**src/rtl/adder_rr_sched.sv**
```systemverilog
// Purpose: round-robin arbiter that shares one W-bit adder between NREQ requesters.
// Latency: grant cycle, one EXEC cycle, then the result is presented (3-cycle minimum issue interval).
// Backpressure: the result holds in DONE until res_ready; no new grant is issued meanwhile.
module adder_rr_sched #(
  parameter int NREQ = 4,
  parameter int W    = 4
) (
  input  logic              clk,
  input  logic              reset,
  input  logic [NREQ-1:0]   req_valid,
  input  logic [NREQ*W-1:0] req_a,
  input  logic [NREQ*W-1:0] req_b,
  output logic [NREQ-1:0]   req_ready,
  output logic              res_valid,
  output logic [W-1:0]      res_sum,
  output logic              res_carry,
  output logic [1:0]        res_id,
  input  logic              res_ready,
  output logic [7:0]        served_cnt
);

  typedef enum logic [1:0] {
    S_IDLE,
    S_EXEC,
    S_DONE
  } state_t;

  state_t       state;
  logic [1:0]   ptr;
  logic [W-1:0] a_q;
  logic [W-1:0] b_q;
  logic [1:0]   id_q;

  logic         win_found;
  logic [1:0]   win_idx;
  logic [1:0]   cand;

  // Round-robin search starting at ptr; first requester with valid set wins.
  always_comb begin
    win_found = 1'b0;
    win_idx   = ptr;
    cand      = ptr;
    for (int k = 0; k < NREQ; k++) begin
      cand = ptr + 2'(k);
      if (!win_found && req_valid[cand]) begin
        win_found = 1'b1;
        win_idx   = cand;
      end
    end
  end

  // Grant only while idle and out of reset; never depends on operands or res_ready.
  always_comb begin
    req_ready = '0;
    if (state == S_IDLE && !reset && win_found) begin
      req_ready = NREQ'(1) << win_idx;
    end
  end

  // Sequencer: capture operands on grant, add in EXEC, hold the result until accepted.
  always_ff @(posedge clk) begin
    if (reset) begin
      state      <= S_IDLE;
      ptr        <= 2'd0;
      a_q        <= '0;
      b_q        <= '0;
      id_q       <= 2'd0;
      res_valid  <= 1'b0;
      res_sum    <= '0;
      res_carry  <= 1'b0;
      res_id     <= 2'd0;
      served_cnt <= 8'd0;
    end else begin
      case (state)
        S_IDLE: begin
          if (|(req_valid & req_ready)) begin
            a_q   <= req_a[win_idx*W +: W];
            b_q   <= req_b[win_idx*W +: W];
            id_q  <= win_idx;
            ptr   <= win_idx + 2'd1;
            state <= S_EXEC;
          end
        end
        S_EXEC: begin
          {res_carry, res_sum} <= {1'b0, a_q} + {1'b0, b_q};
          res_id    <= id_q;
          res_valid <= 1'b1;
          state     <= S_DONE;
        end
        S_DONE: begin
          if (res_ready) begin
            res_valid  <= 1'b0;
            served_cnt <= served_cnt + 8'd1;
            state      <= S_IDLE;
          end
        end
        default: begin
          res_valid <= 1'b0;
          state     <= S_IDLE;
        end
      endcase
    end
  end

endmodule

```
**config.mk**
```make
export PLATFORM = sky130hd
export DESIGN_NAME = adder_rr_sched
export DESIGN_NICKNAME = d
export VERILOG_FILES = /design/src/rtl/adder_rr_sched.sv
export SDC_FILE = /design/constraint.sdc
export NUM_CORES = 1
export LEC_CHECK = 0
export CAP_MARGIN = 0
export CORE_UTILIZATION = 35
export CTS_CLUSTER_DIAMETER = 120
export DETAILED_ROUTE_END_ITERATION = 8
export HOLD_SLACK_MARGIN = 0.06
export PLACE_DENSITY_LB_ADDON = 0.25
export SYNTH_ARGS = -nofsm -noshare
export SYNTH_HDL_FRONTEND = slang
export SYNTH_SLANG_ARGS = --single-unit
```
**constraint.sdc**
```tcl
create_clock -name clk -period 2.9 [get_ports clk]
set_input_delay 0.58 -clock clk [delete_from_list [all_inputs] [get_ports clk]]
set_output_delay 0.58 -clock clk [all_outputs]
set_load 0.05 [all_outputs]
```
==> flow_summary.yaml <==
status:
  status: "complete, no violations"
drt:
  drc_errors: 0
  via_per_inst: 4.97
  wire_per_inst_um: 12.9
  wl_um: 4800
  drtPass1Iterations: 4
  vias: 1844
  dr.first_iter.drc_count: 89
  postRouteAntennaNets: 0
logic_synthesis:
  synth_area_per_cell_um2: 8.68
  synth_area_leaders: "dfxtp_1 (31%), a21oi_1 (4.1%), mux4_2 (3.4%)"
  synth_edf_count: 0
  async_flop_share_pct: 0
  netlist_instances: 226
  yosysSeqAreaShare_pct: 30.6
  synth-seq-cells: 30
  syn_area_um2: 1960
  ys.flop_type: "dfxtp_1"
  ys_warn_count: 0
  synth_top_area_share_pct: 30.6
  yosysTopAreaCell: "dfxtp_1"
  synth_most_common_cell: "dfxtp_1"
  synth_common_cells: "dfxtp_1 (30), nand2_1 (17), a21oi_1 (16), nor2_1 (16), inv_1 (14)"
  synth_nets: 271
  synth.distinct_cells: 53
clocking:
  tritoncts: "built"
  cts_sinks: 30
  postCtsSetupRepairBufs: 0
  clk_path_buf_depth: 2
  htreeDepth: 2
  clockRootBuffer: "clkbuf_8"
  clk_pin_slew_ns: 0.06
  clk_latency_ns: 0.27
  cts_buffers: 5
worst_setup_path:
  worst_ep_required_time_ns: 2.32
  start_kind: "input pin"
  crit_type: "input pin to primary output"
  end_kind: "primary output"
  path_max_fanout: 6
  worstPathArrival_ns: 2.26
power:
  power_mw: 1.27
  max-vdd-ir-drop_v: 0.000216
  clkPwrFrac_pct: 26.7
  p_seq_share_pct: 37.7
  p_comb_share_pct: 35.7
  p_per_area_nw_per_um2: 444
  p_leak_nw: 1.23
  swShare_pct: 31.9
  power.switching_mw: 0.405
  internal-power_mw: 0.865
global_route:
  antenna_found_initial: 0
  track_usage_pct: 17.3
  grt_pass1_vias: 1755
  grt_max_degree: 20
  grt_pass1_wl_um: 8150
  grt-ovfl-total: 0
finish:
  fin_nets: 345
  final_util_pct: 54.6
  nFillCells: 481
  drive_above_1_share_pct: 19.3
  final_cells: 371
  num_antenna_cells: 0
  final-seq-area_um2: 601
  multi_input_area_um2: 1200
  syn2layout_area_growth_pct: 45.9
timing:
  timing.hold.ws_ns: 0.449
  fin_tns_setup_ns: 0
  fin_crit_ns: 2.84
  slew_headroom_pct: 63.7
  clock_skew_ns: 0.00520
  fin_crit_sh_pct: 97.8
  worst_pin_slew_ns: 0.543
  setup_violations: 0
  drv_slew: 0
  final_hold_viol_count: 0
  max_clock_freq_ghz: 0.353
die:
  fp.dieArea_um2: 5910
  ios: 59
  dieWidth_um: 76.8
  fp-row-count: 26
  die_h_um: 76.8
  core_um2: 5240
  start_util_pct: 37.4
placement:
  placed_cells: 363
  dp_hpwl_um: 3830
  numPortBuffers: 58
  gp_congestion: 0.854
flow_run:
  maxCapViolCount: 0
hold_path:
  hold_class: "flip-flop to flip-flop"
## cells by family (layout without fill, tap and decap cells)
family | count (synthesis) | in the layout | share of synthesized area [%]
AOI/OAI and AO/OA | 79 | 79 | 29.7
xor gates and xnor gates | 9 | 9 | 4.02
adders and majority gates | 6 | 6 | 4.21
buffers and inverters | 32 | 107 | 8.55
DFF | 30 | 30 | 30.6
muxes | 4 | 4 | 3.96
and+or+nand+nor | 66 | 66 | 19.0
## flip-flops by register name, summed over array words and instances, names as in the netlist
register    cells
a_q             4
b_q             4
id_q            2
ptr             2
res_carry       1
res_id          2
res_sum         4
res_valid       1
served_cnt      8
state           2
## final cells by class
type / instances / share of cell area, %
inverter: 15 / 1.97
multi-input combinational: 164 / 42.1
timing repair buffer: 84 / 28.7
tap: 70 / 3.06
sequential: 30 / 21.0
clock buffer: 7 / 3.02
clock inverter: 1 / 0.175
## critical path, stage by stage
cell,delay [ns]
clkdlybuf4s50_1,0.53
buf_6,0.15
nor4_1,0.06
or4_4,0.47
inv_2,0.09
and3_1,0.21
buf_12,0.15
## worst paths after layout
check	startpoint	end	slack, ns	depth (start not counted)
worst max-delay path	req_valid[3]	req_ready[1]	0.06	7
worst min-delay path	res_sum[2]	res_sum[2]	0.45	2
worst max register to register	ptr[1]	b_q[0]	0.82	7
worst min register to register	res_sum[2]	res_sum[2]	0.45	2
## placed cells by master (no fill, tap or decap), drive strengths merged, types with 6 or more instances in the layout
master / instances
clkdlybuf4s50: 52
dfxtp: 30
buf: 30
nand2: 17
nor2: 17
a21oi: 16
o21ai: 16
inv: 15
nand4: 7
clkbuf: 7
o21a: 6
a31oi: 6
o211a: 6
## what timing repair did
item / in CTS / in global routing
hold buffers: 0 / 0
resized for setup: 2 / 5
endpoints found under the setup margin: 3 / 3
## power by group through the flow
stage / sequential, mW / clock [mW] / combinational (mW)
5_1_grt: 0.483 / 0.371 / 0.495
6_report: 0.478 / 0.339 / 0.453
3_3_place_gp: 0.486 / 0 / 0.445
3_5_place_dp: 0.486 / 0 / 0.449
2_1_floorplan: 0.510 / 0 / 0.253
4_1_cts: 0.478 / 0.346 / 0.453
## metal layers
layer	vias to the layer above	global-route usage, %	wire, um	part of all wire, %
li1	973	-	-	-
met1	811	23.2	2290	48
met2	58	28.0	2240	47
met3	2	3.21	231	4.8
met4	0	5.19	34	0.71
met5	-	0	0	0
## stage by stage
step / instance area, um2 / worst slack (ns)
floorplan: 1960 / 0.185
global placement: 2750 / 0.0116
detailed placement: 2750 / -0.0287
CTS: 2850 / 0.00658
global route: 2860 / -0.00457
finish: 2860 / 0.0636
(Power assumes the default switching activity.)
